[src/rtl/data_mem_access_unit_pkg.sv]
// Shared types for the memory-stage access unit: access sizes, FSM states,
// the latched request record and alignment helpers.
package data_mem_access_unit_pkg;

  localparam int DW = 32;
  localparam int AW = 30;

  typedef enum logic [1:0] {
    BS_WORD = 2'b00,
    BS_BYTE = 2'b01,
    BS_RSVD = 2'b10,
    BS_HALF = 2'b11
  } bytesel_e;

  typedef enum logic [2:0] {
    S_IDLE,
    S_READ,
    S_WAIT,
    S_WRITE,
    S_DONE
  } state_e;

  // Halfword lane is picked by address bit 1.
  localparam logic HALF_LO = 1'b0;
  localparam logic HALF_HI = 1'b1;

  typedef struct packed {
    logic [DW-1:0] addr;
    logic [DW-1:0] wdata;
    bytesel_e      size;
    logic          store;
  } req_t;

  // The reserved code behaves as a word access.
  function automatic bytesel_e norm_size(input logic [1:0] sel);
    case (sel)
      2'b01:   return BS_BYTE;
      2'b11:   return BS_HALF;
      default: return BS_WORD;
    endcase
  endfunction

  function automatic logic is_misaligned(input bytesel_e size, input logic [1:0] lo);
    case (size)
      BS_HALF: return lo[0];
      BS_WORD: return (lo != 2'b00);
      default: return 1'b0;
    endcase
  endfunction

endpackage

[src/rtl/data_mem_access_unit_lane_unit.sv]
// Combinational lane logic: sign-extended sub-word load extraction and
// sub-word store merge into a RAM word (little-endian lanes).
module lane_unit
  import data_mem_access_unit_pkg::*;
(
  input  logic [DW-1:0] word_i,
  input  logic [1:0]    lane_i,
  input  bytesel_e      size_i,
  input  logic [DW-1:0] data_i,
  output logic [DW-1:0] load_o,
  output logic [DW-1:0] merge_o
);

  logic [7:0]  sel_byte;
  logic [15:0] sel_half;

  always_comb begin
    sel_byte = word_i[8*lane_i +: 8];
    sel_half = (lane_i[1] == HALF_HI) ? word_i[31:16] : word_i[15:0];
    load_o   = word_i;
    merge_o  = data_i;
    case (size_i)
      BS_BYTE: begin
        load_o                  = {{24{sel_byte[7]}}, sel_byte};
        merge_o                 = word_i;
        merge_o[8*lane_i +: 8]  = data_i[7:0];
      end
      BS_HALF: begin
        load_o  = {{16{sel_half[15]}}, sel_half};
        merge_o = word_i;
        if (lane_i[1] == HALF_HI) merge_o[31:16] = data_i[15:0];
        else                      merge_o[15:0]  = data_i[15:0];
      end
      default: ;
    endcase
  end

endmodule

[src/rtl/data_mem_access_unit.sv]
// Memory-stage responder: runs LW/LH/LB/SW/SH/SB against a synchronous-read
// word RAM, doing read-modify-write for sub-word stores, and stalls until done.
module data_mem_access_unit
  import data_mem_access_unit_pkg::*;
(
  input  logic          Clock_i,
  input  logic          Reset_i,
  input  logic          MemRead_i,
  input  logic          MemWrite_i,
  input  logic [1:0]    ByteSel_i,
  input  logic [DW-1:0] Address_i,
  input  logic [DW-1:0] WriteData_i,
  input  logic [DW-1:0] RamRdData_i,
  output logic          RamEn_o,
  output logic          RamWe_o,
  output logic [AW-1:0] RamAddr_o,
  output logic [DW-1:0] RamWrData_o,
  output logic [DW-1:0] ReadData_o,
  output logic          Stall_o,
  output logic          Misaligned_o
);

  state_e        state_q, state_d;
  req_t          req_q, req_d;
  logic          en_q, en_d;
  logic          we_q, we_d;
  logic [DW-1:0] wr_q, wr_d;
  logic [DW-1:0] rd_q, rd_d;
  logic          mis_q, mis_d;

  logic          request;
  bytesel_e      size_in;
  logic          mis_in;
  logic [DW-1:0] load_w, merge_w;

  assign request = MemRead_i | MemWrite_i;
  assign size_in = norm_size(ByteSel_i);
  assign mis_in  = is_misaligned(size_in, Address_i[1:0]);

  lane_unit u_lane (
    .word_i  (RamRdData_i),
    .lane_i  (req_q.addr[1:0]),
    .size_i  (req_q.size),
    .data_i  (req_q.wdata),
    .load_o  (load_w),
    .merge_o (merge_w)
  );

  always_ff @(posedge Clock_i) begin
    if (Reset_i) state_q <= S_IDLE;
    else         state_q <= state_d;
  end

  always_comb begin
    state_d = state_q;
    case (state_q)
      S_IDLE: if (request) begin
        if (mis_in)                                 state_d = S_DONE;
        else if (MemWrite_i && size_in == BS_WORD)  state_d = S_WRITE;
        else                                        state_d = S_READ;
      end
      S_READ:  state_d = S_WAIT;
      S_WAIT:  state_d = req_q.store ? S_WRITE : S_DONE;
      S_WRITE: state_d = S_DONE;
      S_DONE:  state_d = S_IDLE;
      default: state_d = S_IDLE;
    endcase
  end

  always_comb begin
    case (state_q)
      S_IDLE:                  Stall_o = request;
      S_READ, S_WAIT, S_WRITE: Stall_o = 1'b1;
      default:                 Stall_o = 1'b0;
    endcase
  end

  // Next values for the request latch and the registered RAM/result outputs.
  always_comb begin
    req_d = req_q;
    wr_d  = wr_q;
    rd_d  = rd_q;
    mis_d = 1'b0;
    if (state_q == S_IDLE && request) begin
      req_d = '{addr: Address_i, wdata: WriteData_i, size: size_in, store: MemWrite_i};
      mis_d = mis_in;
      if (MemWrite_i && size_in == BS_WORD) wr_d = WriteData_i;
    end
    if (state_q == S_WAIT) begin
      if (req_q.store) wr_d = merge_w;
      else             rd_d = load_w;
    end
    en_d = (state_d == S_READ) || (state_d == S_WRITE);
    we_d = (state_d == S_WRITE);
  end

  always_ff @(posedge Clock_i) begin
    if (Reset_i) begin
      req_q <= '0;
      en_q  <= 1'b0;
      we_q  <= 1'b0;
      wr_q  <= '0;
      rd_q  <= '0;
      mis_q <= 1'b0;
    end else begin
      req_q <= req_d;
      en_q  <= en_d;
      we_q  <= we_d;
      wr_q  <= wr_d;
      rd_q  <= rd_d;
      mis_q <= mis_d;
    end
  end

  // A reset landing in the WRITE cycle must keep the RAM from committing.
  assign RamWe_o      = we_q & ~Reset_i;
  assign RamEn_o      = en_q;
  assign RamAddr_o    = req_q.addr[DW-1:2];
  assign RamWrData_o  = wr_q;
  assign ReadData_o   = rd_q;
  assign Misaligned_o = mis_q;

endmodule

[config.mk]
export PLATFORM = sky130hd
export DESIGN_NAME = data_mem_access_unit
export DESIGN_NICKNAME = d
export VERILOG_FILES = /design/src/rtl/data_mem_access_unit_pkg.sv /design/src/rtl/data_mem_access_unit_lane_unit.sv /design/src/rtl/data_mem_access_unit.sv
export SDC_FILE = /design/constraint.sdc
export NUM_CORES = 1
export LEC_CHECK = 0
export CAP_MARGIN = 10
export CORE_AREA = 2 2 124 126
export CTS_CLUSTER_SIZE = 25
export DETAILED_ROUTE_END_ITERATION = 12
export DIE_AREA = 0 0 126 128
export PLACE_DENSITY_LB_ADDON = 0.2
export SETUP_SLACK_MARGIN = 0.02
export SLEW_MARGIN = 10
export SYNTH_ARGS = -nofsm -noshare
export SYNTH_HDL_FRONTEND = slang
export SYNTH_HIERARCHICAL = 1
export SYNTH_SLANG_ARGS = --single-unit
[constraint.sdc]
create_clock -name Clock_i -period 2.5 [get_ports Clock_i]
set_clock_uncertainty 0.2 [all_clocks]
set_input_delay 0.5 -clock Clock_i [delete_from_list [all_inputs] [get_ports Clock_i]]
set_output_delay 0.5 -clock Clock_i [all_outputs]
set_load 0.03 [all_outputs]
==> Yosys cells after proc, flatten, opt, wreduce, memory -nomap -nowiden <==
Cells that the tools add are included.
Widths: inputs -> output; s select.
{ "word_totals": {"reg_bits": 137, "input_bits": 102, "output_inout_bits": 98, "elab_cells": 56} }
{ "classes": {"add_sub_neg": 1, "eq_ne": 10, "n_shift": 3, "n_mux": 18, "bitwise": 5, "reduce_logical": 9} }
{ "op_table": {"columns": ["op", "count"], "rows": [
  ["$mux 32", 4],
  ["$pmux 32 s2", 2],
  ["$mux 16", 3],
  ["$neg 5->34", 1],
  ["$shift 8x34->32 const A", 1],
  ["$shiftx 8x34->32", 1],
  ["$bwmux 32", 1],
  ["$shiftx 32x6->8", 1],
  ["$pmux 3 s4", 1],
  ["$eq 3x2->1 const B", 3],
  ["$mux 3", 3],
  ["$eq 2x2->1 const B", 3],
  ["$eq 3x1->1 const B", 2],
  ["$eq 2x1->1 const B", 2],
  ["$pmux 1 s2", 2],
  ["$pmux 2 s2", 1],
  ["$logic_not 3->1", 1],
  ["$not 1->1", 3],
  ["$reduce_or 3->1", 1],
  ["$logic_and 1x1->1", 2],
  ["$logic_not 2->1", 1],
  ["$mux 2", 1],
  ["$reduce_and 2->1", 1],
  ["$reduce_bool 2->1", 1],
  ["4 further kinds", 4]
]} }

==> Logic depth before layout (Yosys ltp) <==
Gate-level depths: netlist of run 1.
{ "logic_depth": {"word_depth": 10, "mapped_depth": 9, "mapped_depth_nobuf": 7} }

==> Cells and area by module <==
The synthesis of run 1 kept the hierarchy.
{ "modules_own_cells": {"columns": ["mod", "n_inst", "cells_per_inst", "area_per_inst_um2", "seq_area_each_um2"], "rows": [
  ["data_mem_access_unit", 1, 677, 5288.8, 2742.6],
  ["lane_unit", 1, 213, 1664.1, 0.0]
]} }

==> Least setup slack after synthesis of run 1 <==
No wires, ideal clock.
{ "synth_path": {"path_type": "flip-flop to flip-flop", "from": "register req_q[36] (netlist name)", "to": "register wr_q[3], in the netlist RamWrData_o[3]", "setup_ps": 91, "arrival_ps": 1917, "path_slack_ps": 292, "path_stages_with_launch": 9, "path_buffers": 1, "cell_sequence": "dfxtp_1 -> buf_6 -> inv_2 -> ha_1 -> nand3b_1 -> o311ai_2 -> a22o_1 -> nor2_1 -> a311oi_1"} }
{ "synth_between": {"elab_chain_len": 6} }
{ "synth_rtl": {"columns": ["element", "line", "rtl"], "rows": [
  ["from (decl)", "data_mem_access_unit.sv:24", "req_t req_q, req_d;"],
  ["from (signal assigned)", "data_mem_access_unit.sv:106", "req_q <= req_d;"],
  ["$neg 5->34", "data_mem_access_unit_lane_unit.sv:26", "merge_o[8*lane_i +: 8] = data_i[7:0];"],
  ["$shiftx 8x34->32 or $shift 8x34->32 (tied branches)", "data_mem_access_unit_lane_unit.sv:26", null],
  ["$bwmux 32", "data_mem_access_unit_lane_unit.sv:26", null],
  ["$pmux 32 s2 (*)", "data_mem_access_unit_lane_unit.sv:22", "case (size_i)"],
  ["net merge_w[3]", "data_mem_access_unit.sv:34", "logic [DW-1:0] load_w, merge_w;"],
  ["$mux 32 (*)", "data_mem_access_unit.sv:90", "if (req_q.store) wr_d = merge_w;"],
  ["$mux 32 (*)", "data_mem_access_unit.sv:89", "if (state_q == S_WAIT) begin"],
  ["to (signal assigned)", "data_mem_access_unit.sv:109", "wr_q <= wr_d;"],
  ["to (decl)", "data_mem_access_unit.sv:27", "logic [DW-1:0] wr_q, wr_d;"]
]} }
Mark *: on every way through the listed nets, which the timed path passes. The rest lies on a longest branch.
A chain may end at the register's enable or synchronous reset.

==> Worst setup path in the final report of run 1 <==
{ "layout_path": {"from": "input MemRead_i", "to": "output Stall_o"} }
{ "layout_between": {"elab_chain_len": 2} }
{ "layout_rtl": {"columns": ["element", "line", "rtl"], "rows": [
  ["from (decl)", "data_mem_access_unit.sv:8", "input logic MemRead_i,"],
  ["$or 1x1->1", "data_mem_access_unit.sv:36", "assign request = MemRead_i | MemWrite_i;"],
  ["$pmux 1 s2", "data_mem_access_unit.sv:71", "case (state_q)"],
  ["to (decl)", "data_mem_access_unit.sv:19", "output logic Stall_o,"]
]} }
Every way passes these cells.

==> results of run 1 <==
[worst max-delay path, stage by stage]
cell and delay, ns:
clkdlybuf4s50_1 0.48, nor2_1 0.28, a21oi_1 0.17, buf_12 0.17
[metrics by stage]
stage,power [W],utilization (%),instances
2_1_floorplan,0.00361,-,890
3_3_place_gp,0.00423,59.8,1204
3_5_place_dp,0.00425,59.8,1204
4_1_cts,0.00669,63.7,1235
5_1_grt,0.00695,63.7,1235
6_report,0.00667,63.7,1235
[layout make-up]
cell class,count,area [um2]
clock buffers,24,482
clock inverters,7,92.6
fillers,1334,5400
inverters,23,86.3
multi-input cells,632,3570
flip-flops and latches,137,2740
well taps,188,235
repair buffers,224,2250
[cells in the mapped netlist (all sizes together), types with 3 or more instances]
| library cell | instances |
|---|---|
| nor2b | 13 |
| ha | 5 |
| clkbuf | 43 |
| nand3b | 5 |
| a311oi | 33 |
| nand2b | 9 |
| a21boi | 7 |
| a221o | 30 |
| nand3 | 3 |
| inv | 23 |
| nand2 | 266 |
| a211oi | 4 |
| nor3 | 4 |
| mux2i | 17 |
| a21oi | 106 |
| o2bb2ai | 6 |
| nor3b | 3 |
| a31oi | 4 |
| o21ai | 24 |
| dfxtp | 137 |
| a22o | 14 |
| and3 | 3 |
| a2bb2oi | 7 |
| nor2 | 50 |
| buf | 55 |
[cells by family (layout without fill, tap and decap cells)]
group	Yosys count	after routing
compound gates	244	244
fa+ha+maj	5	5
buf+inv	121	278
flops	137	137
mux	18	18
simple gates	365	365
[registers in the layout (all words and copies together) (netlist names)]
signal	cells
ReadData_o	32
RamAddr_o	30
we_q	1
state_q	3
req_q	37
RamEn_o	1
RamWrData_o	32
Misaligned_o	1
[power groups by stage]
stage / registers, W / logic, W / clock network, W
2_1_floorplan: 0.00262 / 0.000988 / 0
3_3_place_gp: 0.00255 / 0.00168 / 0
3_5_place_dp: 0.00256 / 0.00169 / 0
4_1_cts: 0.00251 / 0.00170 / 0.00248
5_1_grt: 0.00253 / 0.00184 / 0.00258
6_report: 0.00251 / 0.00170 / 0.00245
[metal layers]
metal  share of wire [%]  wire length (um)
met1                  45              9590
met2                  44              9370
met3                 8.8              1890
met4                 2.5               537
met5                   0                 0
[worst max-delay path by stage]
stage               cells after the start         endpoint       from
global placement                        4          Stall_o  MemRead_i
global route                            7  RamWrData_o[28]  req_q[36]
CTS                                     4          Stall_o  MemRead_i
floorplan                               8   RamWrData_o[3]  req_q[36]
detailed placement                      4          Stall_o  MemRead_i
finish                                  4          Stall_o  MemRead_i
==> reports/qor.csv, run 1 <==
stage,metric,value,unit
sta,final worst path period share,91.9,%
synthesis,Ys Warns,6,
global_routing,first-pass GRT wire length,34.0,mm
clock_tree,Worst-Skew Late Latency,0.42,ns
sta,RSZ-0062 raised after global routing,false,
floorplanning,Boundary Pins,200,
clock_tree,H-tree levels,4,
clock_tree,Inserted Clock Buffers,17,
sta,Max Clock Freq,435,MHz
drt,Post-Route WL,21.4,mm
critical_path,Setup CP Type,input port to primary output,
global_routing,vias in the first global route,6327,
layout,share of post-route cells with drive strength above 1,8.69,%
synthesis,largest family of logic cells by synthesized area,compound AO/OA/AOI/OAI gates,
critical_path,critical-path maximum fanout,3,
power,peak supply drop,0.000408,V
critical_path,Startpoint Class,input port,
drt,Avg Vias per Cell,5.54,
synthesis,"Seq/Total Area, Yosys",39.4,%
layout,most frequent cells in the layout,"265 x nand2_1, 196 x clkdlybuf4s50_1, 136 x dfxtp_1",
drt,Pre-antenna DRT Iters,5,
place,IO Port Bufs,199,
clock_tree,# resized after CTS,0,
sta,Final Hold Fails,0,
power,Internal,0.00464,W
min_path,hold path start,RamAddr_o[11],
power,Power Dens Cells,705,nW/um2
global_routing,global routing's busiest layer,met2,
synthesis,top cell type by total area after synthesis,dfxtp_1,
clock_tree,CTS Buffer Depth,2,
synthesis,post-synthesis adder-cell area fraction,0.900,%
critical_path,reg2reg setup slack,0.23,ns
power,Reg power frac,37.7,%
floorplanning,Die X,126,um
global_routing,met2 Usage GRT,38.4,%
critical_path,r2r endpoint,RamWrData_o[2],
run,MaxCap Viol Count,0,
clock_tree,Clock transition at path regs,0.06,ns
clock_tree,clk sink count,137,
critical_path,Required @ worst endpoint,1.80,ns
sta,Setup TNS,0,ns
power,Lkg Pwr,3.57,nW
clock_tree,Setup Buffers After CTS,0,
synthesis,compound-cell area share of the yosys netlist,24.9,%
global_routing,initial antenna violation count,0,
sta,Slew headroom,56.7,%
min_path,Hold Path Stages,2,
global_routing,M3 GR Usage,7.51,%
layout,Final Net Count,1142,
sta,Setup Viol. Count Final,0,
global_routing,total grt overflow,0,
critical_path,R2R depth,8,
layout,design area,9460,um2
synthesis,ranking of synthesized cells by area,"dfxtp_1 39%, nand2_1 14%, a21oi_1 7.6%",
clock_tree,cts hold-fix bufs,0,
synthesis,Synth Area in Simple Gates,22.5,%
sta,crit path time final,2.30,ns
layout,area grow syn2layout,36.1,%
floorplanning,Initial Util,46.8,%
layout,ant diodes,0,
run_status,status,"complete, no violations",
place,worst slack at placement,0.214,ns
floorplanning,Die Y,128,um
sta,Min Hold Slack,0.252,ns
synthesis,post-synth top area share,39.4,%
floorplanning,CORE AREA,14900,um2
clock_tree,CTS tree,built,
synthesis,"Cell Area, Synth",6950,um2
synthesis,number of synthesized flops with an enable pin,0,
power,Sw Share,30.3,%
drt,via count,6838,
synthesis,syn avg cell area,7.81,um2
place,Routability Congestion,0.978,
global_routing,Tot GR Track Use,26.5,%
power,combinational power share,25.5,%
critical_path,crit path DAT,1.60,ns
clock_tree,Clock Tree Root,clkbuf_16,
synthesis,"Async S/R FF share, synth",0,%
global_routing,GRT met1 Usage,37.6,%
layout,"most common cell after layout, fill and taps aside",nand2_1,
synthesis,Synth cell types,54,
power,Clk pwr share,36.8,%
place,detailed placement HPWL,15.2,mm
drt,Avg WL per Cell,17.3,um
power,NetSw,0.00202,W
synthesis,cell count after synthesis,890,
synthesis,Syn Nets,997,
synthesis,Seq cells post-synth,137,
floorplanning,die area,16100,um2
drt,DRC viols,0,
min_path,Hold Crit Endpoint,RamAddr_o[11],
sta,measured slew at the worst slew-check pin,0.649,ns
drt,Antenna Nets Post-Route,0,
critical_path,crit end category,primary output,
global_routing,pin count of the biggest net entering global routing,65,
synthesis,Synth Flop Type,dfxtp_1,
min_path,Worst Hold Class,flip-flop to flip-flop,
synthesis,post-synthesis mux area share,2.72,%
floorplanning,FP Rows,45,
sta,final slew viol count,0,
synthesis,Post-Synth XOR/XNOR Area,0,%
drt,Iteration-0 DRC Markers,626,
sta,final setup margin,0.203,ns
critical_path,launch point of the worst reg-to-reg path,req_q[36],
place,placed cell areas,8890,um2
(Power assumes the default switching activity.)
==> run 2, diff against run 1 <==
Settings changed: CTS_BUF_LIST from default to sky130_fd_sc_hd__clkbuf_16.
==> run 2 against run 1 <==
Against the previous run: fmax about the same; utilization down 0.20 points; routed wire length hardly changed; cell count unchanged.
==> reports/qor.csv, run 2 (synthesized netlist as in run 1, its figures left out) <==
stage,metric,value,unit,change
run_status,status,"complete, no violations",,unchanged
layout,most frequent cells in the layout,"265 x nand2_1, 196 x clkdlybuf4s50_1, 136 x dfxtp_1",,unchanged
sta,Setup TNS,0,ns,unchanged
clock_tree,CTS tree,built,,unchanged
sta,Max Clock Freq,435,MHz,about the same
layout,utilization after layout,63.5,%,was 63.7%
sta,final worst path period share,91.9,%,about the same
layout,design area,9430,um2,was 9460 um2
clock_tree,clk sink count,137,,unchanged
min_path,Worst Hold Class,flip-flop to flip-flop,,unchanged
clock_tree,# resized after CTS,0,,unchanged
power,Lkg Pwr,3.57,nW,about the same
layout,Final Net Count,1142,,unchanged
sta,crit path time final,2.30,ns,about the same
drt,via count,6807,,"was 6,838"
global_routing,vias in the first global route,6305,,"was 6,327"
sta,Setup Viol. Count Final,0,,unchanged
sta,final slew viol count,0,,unchanged
place,detailed placement HPWL,15.2,mm,unchanged
sta,Slew headroom,56.7,%,about the same
sta,Final Hold Fails,0,,unchanged
drt,Avg Vias per Cell,5.51,,was 5.54
floorplanning,CORE AREA,14900,um2,unchanged
clock_tree,Setup Buffers After CTS,0,,unchanged
global_routing,pin count of the biggest net entering global routing,65,,unchanged
floorplanning,Boundary Pins,200,,unchanged
layout,share of post-route cells with drive strength above 1,8.40,%,was 8.69%
drt,DRC viols,0,,unchanged
layout,area grow syn2layout,35.6,%,was 36.1%
clock_tree,Worst-Skew Late Latency,0.42,ns,about the same
drt,Iteration-0 DRC Markers,642,,was 626
layout,max reg flops,37,,unchanged
clock_tree,cts hold-fix bufs,0,,unchanged
critical_path,Setup CP Type,input port to primary output,,unchanged
floorplanning,Initial Util,46.8,%,unchanged
critical_path,R2R depth,8,,unchanged
critical_path,critical-path maximum fanout,3,,unchanged
clock_tree,Inserted Clock Buffers,17,,unchanged
run,MaxCap Viol Count,0,,unchanged
drt,Post-Route WL,21.4,mm,about the same
critical_path,crit path DAT,1.60,ns,about the same
floorplanning,Die Y,128,um,unchanged
layout,Top reg by flops,req_q,,unchanged
layout,"most common cell after layout, fill and taps aside",nand2_1,,unchanged
drt,Pre-antenna DRT Iters,5,,unchanged
floorplanning,FP Rows,45,,unchanged
drt,Avg WL per Cell,17.3,um,about the same
global_routing,Tot GR Track Use,26.4,%,was 26.5%
clock_tree,H-tree levels,4,,unchanged
place,IO Port Bufs,199,,unchanged
global_routing,total grt overflow,0,,unchanged
min_path,Hold Path Stages,2,,unchanged
global_routing,initial antenna violation count,0,,unchanged
place,placed cell areas,8890,um2,unchanged
sta,RSZ-0062 raised after global routing,false,,unchanged
critical_path,Startpoint Class,input port,,unchanged
layout,Fillers,1343,,"was 1,334"
critical_path,Required @ worst endpoint,1.80,ns,about the same
floorplanning,die area,16100,um2,unchanged
clock_tree,Clock Tree Root,clkbuf_16,,unchanged
place,Routability Congestion,0.978,,unchanged
critical_path,crit end category,primary output,,unchanged
power,Power Dens Cells,695,nW/um2,was 705 nW/um2
clock_tree,Clock transition at path regs,0.06,ns,about the same
drt,Antenna Nets Post-Route,0,,unchanged
layout,ant diodes,0,,unchanged
clock_tree,CTS Buffer Depth,2,,unchanged
global_routing,first-pass GRT wire length,34.0,mm,about the same
sta,measured slew at the worst slew-check pin,0.650,ns,was 0.649 ns
floorplanning,Die X,126,um,unchanged
power,peak supply drop,0.000402,V,was 0.000408 V
## run 2: area by class of cell
cell class | count | area [um2] | area share, %
clock inverter | 14 | 119 | 1.26
tap | 188 | 235 | 2.49
inverter | 23 | 86.3 | 0.915
multi-input combinational | 632 | 3570 | 37.9
sequential | 137 | 2740 | 29.1
timing repair buffer | 224 | 2250 | 23.8
clock buffer | 17 | 425 | 4.51
## run 2: layer usage
layer / GRT usage [%] / part of all wire, % / vias to the layer above
met5: 0 / 0 / -
met4: 9.44 / 2.4 / 0
met3: 7.51 / 8.8 / 33
met2: 38.1 / 43 / 283
met1: 37.7 / 45 / 3159
li1: - / - / 3332
## run 2: path summary, 6_finish.rpt
kind / from / to / slack (ns)
max reg2reg: req_q[36] / RamWrData_o[2] / 0.24
min reg2reg: RamAddr_o[11] / RamAddr_o[11] / 0.25
min: RamAddr_o[11] / RamAddr_o[11] / 0.25
max: MemRead_i / Stall_o / 0.20
## run 2: metrics by stage
step	setup slack [ns]	total power (W)	std cells	hold WS, ns
floorplan	0.292	0.00361	890	0.232
global placement	0.227	0.00423	1204	0.240
detailed placement	0.214	0.00425	1204	0.245
CTS	0.202	0.00658	1235	0.252
global route	0.0428	0.00684	1235	0.268
finish	0.203	0.00656	1235	0.252
## run 2: critical path, cell delays in order
cell             delay, ns
clkdlybuf4s50_1       0.48
nor2_1                0.28
a21oi_1               0.17
buf_12                0.17
## run 2: power breakdown
group          internal [W]  switching [W]  leakage (nW)  total (W)
Combinational      0.000739       0.000964          2.18    0.00170
Clock               0.00143       0.000911         0.272    0.00234
Sequential          0.00237       0.000146          1.12    0.00251
Total               0.00454        0.00202          3.57    0.00656
